## src/rtl/pipelined_adder_sub_pkg.sv

```systemverilog
// pipelined_adder_sub_pkg: shared helpers for the pipelined adder/subtractor
// Contents: seg_count(width, seg) returns the number of pipeline stages.
package pipelined_adder_sub_pkg;

   function automatic int unsigned seg_count(input int unsigned width, input int unsigned seg);
      return width / seg;
   endfunction

endpackage

```

## src/rtl/pipelined_adder_sub_segment.sv

```systemverilog
// adder_segment: combinational SEG-bit ripple adder slice
// Ports: a, b     - SEG-bit operand slices
//        cin      - carry into the slice LSB
//        sum      - SEG-bit result slice
//        cout     - carry out of the slice MSB
//        c_msb_in - carry into the slice MSB (used for signed overflow)
module adder_segment #(
   parameter int unsigned SEG = 4
) (
   input  logic [SEG-1:0] a,
   input  logic [SEG-1:0] b,
   input  logic           cin,
   output logic [SEG-1:0] sum,
   output logic           cout,
   output logic           c_msb_in
);

   assign {cout, sum} = {1'b0, a} + {1'b0, b} + (SEG+1)'(cin);
   // The MSB sum bit is a^b^carry_in, so the carry into it can be recovered.
   assign c_msb_in = a[SEG-1] ^ b[SEG-1] ^ sum[SEG-1];

endmodule

```

## src/rtl/pipelined_adder_sub.sv

```systemverilog
// pipelined_adder_sub: pipelined two's-complement adder/subtractor, SEG bits per stage
// Ports: clk, rst_n (async active-low)
//        in_valid/in_ready   - operand handshake (a, b, carry_in, sub)
//        out_valid/out_ready - result handshake (sum, carry_out, overflow)
//        sub=1 computes a-b as a+~b+1; carry_out is then NOT borrow
module pipelined_adder_sub
   import pipelined_adder_sub_pkg::*;
#(
   parameter int unsigned WIDTH = 16,
   parameter int unsigned SEG   = 4
) (
   input  logic             clk,
   input  logic             rst_n,
   input  logic             in_valid,
   output logic             in_ready,
   input  logic [WIDTH-1:0] a,
   input  logic [WIDTH-1:0] b,
   input  logic             carry_in,
   input  logic             sub,
   output logic             out_valid,
   input  logic             out_ready,
   output logic [WIDTH-1:0] sum,
   output logic             carry_out,
   output logic             overflow
);

   localparam int unsigned NSTAGE = seg_count(WIDTH, SEG);

   if (WIDTH % SEG != 0 || WIDTH < SEG) begin : g_bad_width
      $error("pipelined_adder_sub: WIDTH must be a non-zero multiple of SEG");
   end

   // op_a[k] carries already-resolved sum bits below k*SEG and raw operand bits above.
   logic [WIDTH-1:0]  op_a  [NSTAGE];
   logic [WIDTH-1:0]  op_b  [NSTAGE];
   logic [WIDTH-1:0]  nxt_a [NSTAGE];
   logic [SEG-1:0]    seg_sum [NSTAGE];
   logic [NSTAGE-1:0] v_r, c_r, seg_cout, seg_cmsb;
   logic              advance;

   assign out_valid = v_r[NSTAGE-1];
   assign advance   = !out_valid || out_ready;
   assign in_ready  = advance;

   for (genvar k = 0; k < NSTAGE; k++) begin : g_stage
      localparam logic [WIDTH-1:0] MASK = WIDTH'({SEG{1'b1}}) << (k*SEG);
      adder_segment #(.SEG(SEG)) u_seg (
         .a        (op_a[k][k*SEG +: SEG]),
         .b        (op_b[k][k*SEG +: SEG]),
         .cin      (c_r[k]),
         .sum      (seg_sum[k]),
         .cout     (seg_cout[k]),
         .c_msb_in (seg_cmsb[k])
      );
      assign nxt_a[k] = (op_a[k] & ~MASK) | (WIDTH'(seg_sum[k]) << (k*SEG));
   end

   always_ff @(posedge clk or negedge rst_n) begin
      if (!rst_n) begin
         v_r <= '0;
         c_r <= '0;
         for (int i = 0; i < NSTAGE; i++) begin
            op_a[i] <= '0;
            op_b[i] <= '0;
         end
      end else if (advance) begin
         v_r[0]  <= in_valid;
         op_a[0] <= a;
         op_b[0] <= b ^ {WIDTH{sub}};
         c_r[0]  <= sub | carry_in;
         for (int i = 1; i < NSTAGE; i++) begin
            v_r[i]  <= v_r[i-1];
            op_a[i] <= nxt_a[i-1];
            op_b[i] <= op_b[i-1];
            c_r[i]  <= seg_cout[i-1];
         end
      end
   end

   // The last segment resolves combinationally off the frozen final registers,
   // so results stay stable under backpressure; gating keeps bubbles reading 0.
   assign sum       = out_valid ? nxt_a[NSTAGE-1] : '0;
   assign carry_out = out_valid & seg_cout[NSTAGE-1];
   assign overflow  = out_valid & (seg_cmsb[NSTAGE-1] ^ seg_cout[NSTAGE-1]);

endmodule

```

## config.mk

```make
export PLATFORM = sky130hd
export DESIGN_NAME = pipelined_adder_sub
export DESIGN_NICKNAME = d
export VERILOG_FILES = /design/src/rtl/pipelined_adder_sub_pkg.sv /design/src/rtl/pipelined_adder_sub_segment.sv /design/src/rtl/pipelined_adder_sub.sv
export SDC_FILE = /design/constraint.sdc
export NUM_CORES = 1
export LEC_CHECK = 0
export BUFFER_PORTS_ARGS = -buffer_cell sky130_fd_sc_hd__buf_2
export CORE_MARGIN = 3
export CORE_UTILIZATION = 41
export CTS_CLUSTER_SIZE = 12
export DETAILED_ROUTE_END_ITERATION = 6
export SLEW_MARGIN = 20
export SYNTH_ARGS = -nofsm -noshare
export SYNTH_HDL_FRONTEND = slang
export SYNTH_SLANG_ARGS = --single-unit
```

## constraint.sdc

```tcl
create_clock -name clk -period 2.25 [get_ports clk]
set_input_delay 0.225 -clock clk [delete_from_list [all_inputs] [get_ports clk]]
set_output_delay 0.225 -clock clk [all_outputs]
set_load 0.1 [all_outputs]
```

==> out/qor.yml, run 1 <==
status: "complete, but fails checks"
violations: "negative setup slack"
yosys-top-cells-area: "dfrtp_1 (56%), nand2_1 (20%), buf_6 (3.8%), fa_1 (3.2%), xnor2_1 (3.1%)"
clock.fmax_mhz: 390
drv_slew: 0
syn_nets: 591
syn_to_final_growth_pct: 14.6
fp.dieW_um: 117
dieHeight_um: 117
cts-buffers-inserted: 9
slew_headroom_pct: 63.3
critPathLaunchType: "register"
ys_types: 22
via_per_inst: 4.67
crit_type: "reg -> out"
antenna_found_initial: 0
path_common_cell: "fa_2"
drc: 0
fin_crit_ns: 2.57
gp_congestion: 0.765
grt_pass1_vias: 3412
worst_slew_pin_slew_ns: 0.550
path_cells: "fa_2, fa_2, a21o_1, a21oi_2, xor2_1, and2_4, buf_12"
cp-end-kind: "output port"
cpPeakStageDelay_ns: 0.42
dieArea_um2: 13600
root_buffer: "clkbuf_16"
synthCells: 533
fin_ws_ns: -0.315
dr.pass1.iters: 4
fp.coreArea_um2: 11700
seq_area_frac_synth_pct: 55.7
hold_violations: 0
cts_tree: "built"
start_util_pct: 42.9
drive_above_1_share_pct: 16.2
port_buffers: 57
grt_usage_pct: 15.2
fill_cells: 1165
rsz0062_at_grt: "yes"
syn_area_um2: 5030
grt_max_degree: 124
synth.largest_area_cell: "dfrtp_1"
maxCapViolations: 0
cp_slowest_cell: "fa_2"
cts_sinks: 112
fin_area_um2: 5760
avgSynthCellArea_um2: 9.44
clockBufferDepth: 2
whs_path_depth: 3
row_count: 39
yosys_warnings: 0
overflow: 0
synth_top_area_share_pct: 55.7
pin_count: 58
clk_latency_ns: 0.34
cp_max_fo: 2
drt-initial-drc-count: 184
diodes: 0
grt_pass1_wl_um: 16500
ant_nets: 0
worstPathArrival_ns: 2.34
wl_um: 9230
finalCritPeriodShare_pct: 114
htreeDepth: 3
wl_per_cell_um: 12.6
ys_ff_latch: 112
dpl-instance-area_um2: 5440
rr_worst_depth: 5
min_path_type: "in -> reg"
hpwl_um: 6210
cp.required_ns: 2.03
place_ws_ns: -0.153
clk_pin_slew_ns: 0.07
clock_skew_ns: 0.00632
final_nets: 642
setup_viol: 4
num_vias: 3408
==> what timing repair did <==
action                     4_1_cts  5_1_grt
buffers inserted                 2        2
hold buffers                     1        0
gates resized for setup          9        1
pin swaps                        2        1
hold endpoints to repair        36        0
setup endpoints to repair        5        5
==> through the flow <==
| stage | hold slack (ns) | std cells | TNS, ns | util [%] |
|---|---|---|---|---|
| 2_1_floorplan | -0.0706 | 533 | -0.227 | - |
| 3_3_place_gp | 0.246 | 713 | -0.163 | 46.5 |
| 3_5_place_dp | 0.255 | 713 | -0.242 | 46.5 |
| 4_1_cts | 0.0703 | 730 | -0.733 | 49.2 |
| 5_1_grt | 0.0759 | 730 | -1.05 | 49.2 |
| 6_report | 0.0788 | 730 | -0.676 | 49.2 |
==> area by class of cell <==
cell class | count | area [um2] | area share, %
clock buffer | 11 | 243 | 4.21
clock inverter | 3 | 20.0 | 0.347
inverter | 8 | 30.0 | 0.521
multi-input combinational | 385 | 1970 | 34.3
sequential | 112 | 2800 | 48.6
tap | 143 | 179 | 3.11
timing repair buffer | 68 | 513 | 8.90
==> worst paths after layout <==
| check | startpoint | end | slack, ns |
|---|---|---|---|
| max in group asynchronous | rst_n | op_a[37] | 1.24 |
| worst min-delay path | a[2] | op_a[50] | 0.08 |
| min in group asynchronous | rst_n | op_a[63] | 0.42 |
| worst max-delay path | op_a[12] | overflow | -0.32 |
| worst max register to register | c_r[0] | c_r[1] | 0.45 |
| worst min register to register | v_r[2] | v_r[3] | 0.46 |
==> kinds of logic (layout without fill, tap and decap cells) <==
| kind of cell | count (synthesis) | count (layout) | share of synthesized area [%] |
|---|---|---|---|
| AOI/OAI and AO/OA | 47 | 47 | 5.27 |
| DFF | 112 | 112 | 55.7 |
| buffers and inverters | 36 | 90 | 5.60 |
| and+or+nand+nor | 294 | 294 | 23.1 |
| adders and majority gates | 20 | 20 | 6.17 |
| xor gates and xnor gates | 24 | 24 | 4.18 |
==> worst max-delay path: cells and delay by family, from the launching register on <==
| family | cells | cell delay, ns |
|---|---|---|
| DFF | 1 | 0.40 |
| AOI/OAI and AO/OA | 2 | 0.33 |
| xor gates and xnor gates | 1 | 0.16 |
| buffers and inverters | 1 | 0.16 |
| and+or+nand+nor | 1 | 0.17 |
| adders and majority gates | 2 | 0.77 |
==> sequential cells by signal, summed over array words and instances, names as in the netlist <==
signal	cells
op_a	64
op_b	40
v_r	4
c_r	4
==> synthesized netlist by cell type, drive strengths merged <==
cell type  number
xnor2          18
dfrtp         112
clkbuf          4
nor2b           3
a21o            6
nand2b          1
nand2         264
xor2            6
a21oi          12
inv             8
buf            24
nor2            8
and2           17
fa              8
and2b           1
o21ai          29
ha             12
==> cell usage in the layout (no fill, tap or decap), drive strengths merged, types with 8 or more instances in the layout <==
cell type  synthesis  routed
clkbuf             4      11
inv                8       8
dfrtp            112     112
nor2               8       8
fa                 8       8
and2              17      17
ha                12      12
a21oi             12      12
buf               24      67
nand2            264     264
o21ai             29      29
xnor2             18      18
==> layer usage <==
layer / track usage, % / routed length [um] / vias up / share of wire, %
li1: - / - / 1744 / -
met1: 21.5 / 4630 / 1593 / 50
met2: 23.7 / 4100 / 61 / 44
met3: 3.73 / 392 / 10 / 4.2
met4: 3.75 / 104 / 0 / 1.1
met5: 0 / 0 / - / 0
Power of run 1 is left out: the tool's default activity adds up to more than one toggle a clock period on the data nets, which glitch-free logic cannot reach.
==> run 2, diff against run 1 <==
--- a/config.mk
+++ b/config.mk
@@ -7,3 +7,3 @@
 export LEC_CHECK = 0
-export BUFFER_PORTS_ARGS = -buffer_cell sky130_fd_sc_hd__buf_2
+export BUFFER_PORTS_ARGS = -buffer_cell sky130_fd_sc_hd__buf_4
 export CORE_MARGIN = 3
==> constraint.sdc (replaced) <==
create_clock -name clk -period 2.25 [get_ports clk]
set_input_delay 0.45 -clock clk [delete_from_list [all_inputs] [get_ports clk]]
set_output_delay 0.45 -clock clk [all_outputs]
set_load 0.1 [all_outputs]
==> run 2 against run 1 <==
  * The flow still finishes with violations (negative setup slack)
  * Sequential share of layout area shrank 1.7 points
  * Critical endpoint unchanged
  * Worst hold slack better by 0.21 ns
  * Non-clock buffer count is 1 higher
  * Via count is 1.5% higher
  * Critical path depth stayed put
  * Routed wire length rose by 2.4%
  * First-iteration DRC count shrank 12%
  * Global-route usage about the same
  * Setup slack got worse by 0.23 ns
  * Cell area rose by 3.5%
  * Register-to-register slack worse by 0.04 ns
  * Maximum frequency down 8.1%
==> out/qor.yml, run 2 (synthesis results as in run 1) <==
htreeDepth: 3  # unchanged
power_w: 0.0102
pin_count: 58  # unchanged
finalCritPeriodShare_pct: 124  # +10 points
fp.coreArea_um2: 11700  # unchanged
grt_max_degree: 124  # unchanged
dr.pass1.iters: 4  # unchanged
fin_area_um2: 5960  # +3.5%
status: "complete, but fails checks"
min_path_type: "in -> reg"
layout.area.seq_um2: 2800  # unchanged
wl_per_cell_um: 12.9  # +2.0%
drc: 0  # unchanged
internal-power_w: 0.00573
cp.required_ns: 1.80  # -0.23 ns
final_common_cell: "nand2_1"
cp_max_fo: 2  # unchanged
clockBufferDepth: 2  # unchanged
p_comb_share_pct: 48.5
dpl-instance-area_um2: 5520  # +1.5%
leakagePower_nw: 3.06
worstPathArrival_ns: 2.34  # about the same
grt_pass1_wl_um: 16300  # -0.88%
maxCapViolations: 0  # unchanged
rsz0062_at_grt: "yes"
port_buffers: 57  # unchanged
p_sw_share_pct: 44.0
p_seq_share_pct: 33.4
cts_sinks: 112  # unchanged
clkPwrFrac_pct: 18.0
fill_cells: 1113  # -4.5%
mostFrequentLayoutCells: "nand2_1 (264), dfrtp_1 (112), buf_4 (61)"
largest_registers: "op_a x64, op_b x40"
switchingPower_w: 0.00450
largest_reg_flops: 64  # unchanged
root_buffer: "clkbuf_16"
clk_pin_slew_ns: 0.08  # about the same
row_count: 39  # unchanged
clock_skew_ns: 0.00917  # +0.00285 ns
dieArea_um2: 13600  # unchanged
cp-end-kind: "output port"
overflow: 0  # unchanged
tns_ns: -1.86  # -1.19 ns
fin_ws_ns: -0.541  # -0.226 ns
clock.fmax_mhz: 358  # -8.1%
hold_violations: 0  # unchanged
violations: "negative setup slack"
dieHeight_um: 117  # unchanged
wl_um: 9450  # +2.4%
syn_to_final_growth_pct: 18.6
fp.dieW_um: 117  # unchanged
clk_latency_ns: 0.35  # about the same
worst_hold_slack_ns: 0.292  # +0.213 ns
drive_above_1_share_pct: 19.0  # +2.8 points
grt_usage_pct: 15.2  # about the same
start_util_pct: 42.9  # unchanged
critPathLaunchType: "register"
power_density_nw_per_um2: 1720
setup_viol: 5  # +1
final_nets: 643  # +0.16%
multi_input_area_um2: 1990  # +0.82%
drv_slew: 0  # unchanged
cts_tree: "built"
regMostFlops: "op_a"
hpwl_um: 6520  # +4.9%
antenna_found_initial: 0  # unchanged
drt-initial-drc-count: 162  # -12%
num_vias: 3460  # +1.5%
slew_headroom_pct: 63.6  # +0.24 points
crit_type: "reg -> out"
peakVddDrop_v: 0.000639
worst_slew_pin_slew_ns: 0.547  # -0.00359 ns
via_per_inst: 4.72  # +1.1%
gp_congestion: 0.811  # +6.1%
cts-buffers-inserted: 9  # unchanged
grt_pass1_vias: 3425  # +0.38%
ant_nets: 0  # unchanged
fin_crit_ns: 2.79  # +0.226 ns
diodes: 0  # unchanged
-- run 2: metrics by stage --
step	std cells	setup slack, ns	utilization, %
after floorplan	533	-0.179	-
after global placement	715	-0.271	47.2
after detailed placement	715	-0.294	47.2
after CTS	734	-0.545	50.9
after global routing	733	-0.619	50.9
final	733	-0.541	50.9
-- run 2: path summary, 6_finish.rpt --
check / startpoint / endpoint / slack, ns / cells after the start
min: a[8] / op_a[56] / 0.29 / 3
min reg2reg: op_a[4] / op_a[4] / 0.47 / 2
max: op_a[12] / overflow / -0.54 / 7
min in group asynchronous: rst_n / op_a[44] / 0.53 / 2
max in group asynchronous: rst_n / op_b[40] / 1.12 / 3
max reg2reg: c_r[0] / c_r[1] / 0.41 / 5
-- run 2: repair_timing --
item	CTS	global route
resized for setup	15	2
hold buffers	1	0
setup buffers	2	1
endpoints found under the setup margin	5	5
pin swaps	4	0
endpoints found under the hold margin	18	0
-- run 2: metal layers --
layer / routed length [um] / part of all wire (%) / global-route usage (%) / up-vias
met4: 192 / 2.0 / 5.73 / 0
met5: 0 / 0 / 0 / -
met1: 4580 / 48 / 21.4 / 1637
met2: 4370 / 46 / 23.6 / 59
met3: 305 / 3.2 / 2.49 / 16
li1: - / - / - / 1748
-- run 2: worst max-delay path: stages, from the launching register on --
cell	delay, ns
dfrtp_1	0.41
fa_2	0.41
fa_2	0.35
a21o_1	0.19
a21oi_2	0.15
xor2_1	0.15
and2_4	0.17
buf_12	0.16
-- run 2: area by class of cell --
class | count | share of cell area, %
well taps | 143 | 3.00
clock inverters | 6 | 1.91
flip-flops and latches | 112 | 47.0
inverters | 8 | 0.524
multi-input cells | 385 | 33.4
clock buffers | 10 | 4.01
repair buffers | 69 | 10.2
-- run 2: power groups by stage --
stage	clock (W)	sequential, W	combinational, W
after floorplan	0	0.00337	0.00382
after global placement	0	0.00342	0.00460
after detailed placement	0	0.00346	0.00470
after CTS	0.00188	0.00342	0.00500
after global routing	0.00197	0.00354	0.00545
final	0.00185	0.00342	0.00497
Power figures use the tool's default switching activity.
==> run 3, diff against run 2 <==
CORE_MARGIN = 4   (was 3)
==> run 3 against run 2 <==
  * The run still ends with negative setup slack left
  * Setup slack worse by 0.011 ns
  * Largest cell class unchanged
  * Maximum frequency is 0.39% lower
  * Utilization is 1.7 points lower
  * Highest routed layer unchanged
  * Critical path depth stayed put
  * Sequential power hardly changed
  * First-iteration DRC count is 9.9% lower
  * Worst hold slack worse by 0.22 ns
  * Combinational power hardly changed
  * Sequential share of layout area is 0.43 points higher
==> out/qor.yml, run 3 (synthesis results as in run 1) <==
place_ws_ns: -0.315  # -0.0218 ns
fp.dieW_um: 119  # +1.7%
diodes: 0  # unchanged
ant_nets: 0  # unchanged
wl_per_cell_um: 12.5  # -3.2%
cts_tree: "built"
cp_max_fo: 2  # unchanged
grt_pass1_wl_um: 16000  # -2.2%
fin_util_pct: 49.2  # -1.7 points
peakVddDrop_v: 0.000548  # -14%
root_buffer: "clkbuf_16"
largest_registers: "op_a x64, op_b x40"
violations: "negative setup slack"
port_buffers: 57  # unchanged
drt-initial-drc-count: 146  # -9.9%
regMostFlops: "op_a"
slew_headroom_pct: 66.4  # +2.8 points
antenna_found_initial: 0  # unchanged
worst_slew_pin_slew_ns: 0.504  # -0.0421 ns
critPathLaunchType: "register"
multi_input_area_um2: 2000  # +0.25%
syn_to_final_growth_pct: 17.5
overflow: 0  # unchanged
num_vias: 3413  # -1.4%
finalCritPeriodShare_pct: 125  # +0.49 points
setup_viol: 5  # unchanged
fin_ws_ns: -0.552  # -0.0110 ns
grt_usage_pct: 13.9  # -1.3 points
rr_worst_depth: 5  # unchanged
clock.fmax_mhz: 357  # -0.39%
hpwl_um: 6460  # -0.95%
min_path_type: "in -> async"
wl_um: 9170  # -2.9%
power_w: 0.00994  # -2.9%
start_util_pct: 41.9  # -1.1 points
largest_reg_flops: 64  # unchanged
grt_pass1_vias: 3389  # -1.1%
drv_slew: 0  # unchanged
fp.coreArea_um2: 12000  # +2.6%
maxCapViolations: 0  # unchanged
row_count: 40  # +2.6%
gp_congestion: 0.737  # -9.2%
cp-end-kind: "output port"
final_common_cell: "nand2_1"
power_density_nw_per_um2: 1680  # -2.0%
leakagePower_nw: 3.03  # -0.81%
fin_crit_ns: 2.80  # +0.0110 ns
fill_cells: 1175  # +5.6%
drc: 0  # unchanged
final_nets: 643  # unchanged
grt_max_degree: 77  # -38%
clockBufferDepth: 2  # unchanged
htreeDepth: 3  # unchanged
worstPathArrival_ns: 2.35  # about the same
dr.pass1.iters: 4  # unchanged
clk_latency_ns: 0.34  # about the same
mostFrequentLayoutCells: "nand2_1 (264), dfrtp_1 (112), buf_4 (60)"
drive_above_1_share_pct: 18.9  # -0.11 points
crit_type: "reg -> out"
clock_skew_ns: 0.00629  # -0.00288 ns
cts-buffers-inserted: 9  # unchanged
status: "complete, but fails checks"
dieArea_um2: 14100  # +3.5%
cts_sinks: 112  # unchanged
clk_pin_slew_ns: 0.07  # about the same
cp.required_ns: 1.80  # about the same
dieHeight_um: 119  # +1.7%
cts_hold_buf: 0  # -1
hold_violations: 0  # unchanged
rsz0062_at_grt: "yes"
pin_count: 58  # unchanged
layout.area.seq_um2: 2800  # unchanged
via_per_inst: 4.64  # -1.6%
-- run 3: power breakdown --
group / leakage, nW / total [W] / switching [W] / internal (W)
sequential: 1.36 / 0.00343 / 0.000542 / 0.00289
clock: 0.134 / 0.00152 / 0.000676 / 0.000848
combinational: 1.54 / 0.00498 / 0.00323 / 0.00176
-- run 3: final timing paths --
check	startpoint	end	slack (ns)
setup reg to reg	c_r[0]	c_r[1]	0.43
max in group asynchronous	rst_n	op_a[42]	1.60
min in group clk	a[11]	op_a[59]	0.30
hold reg to reg	v_r[2]	v_r[2]	0.46
setup / recovery	op_a[12]	overflow	-0.55
hold / removal	rst_n	op_a[6]	0.08
-- run 3: what timing repair did --
action / 4_1_cts / 5_1_grt
setup endpoints to repair: 5 / 5
gates resized for setup: 19 / 1
pin swaps: 5 / 0
setup buffers: 2 / 1
cloned: 0 / 0
-- run 3: area by class of cell --
| class | count | area share (%) |
|---|---|---|
| flip-flops and latches | 112 | 47.4 |
| multi-input cells | 385 | 33.8 |
| repair buffers | 69 | 10.5 |
| clock buffers | 10 | 3.87 |
| well taps | 147 | 3.11 |
| clock inverters | 4 | 0.804 |
| inverters | 8 | 0.508 |
-- run 3: routing by layer --
layer | track usage (%) | up-vias | wire length [um]
met2 | 20.7 | 64 | 4140
met3 | 3.21 | 9 | 318
met1 | 19.9 | 1591 | 4590
li1 | - | 1749 | -
met4 | 4.78 | 0 | 125
met5 | 0 | - | 0
-- run 3: critical path, cell delays in order (launching register included) --
cell     delay [ns]
dfrtp_1        0.40
fa_2           0.41
fa_2           0.35
a21o_1         0.20
a21oi_2        0.15
xor2_1         0.17
and2_4         0.17
buf_12         0.17
-- run 3: stage by stage --
stage / area (um2) / hold slack, ns / cells / TNS [ns]
after CTS: 5900 / 0.0863 / 734 / -1.82
after floorplan: 5060 / 0.154 / 533 / -0.356
final: 5910 / 0.0759 / 735 / -1.86
after detailed placement: 5530 / 0.448 / 718 / -0.475
after global routing: 5910 / 0.106 / 735 / -2.17
after global placement: 5530 / 0.442 / 718 / -0.351
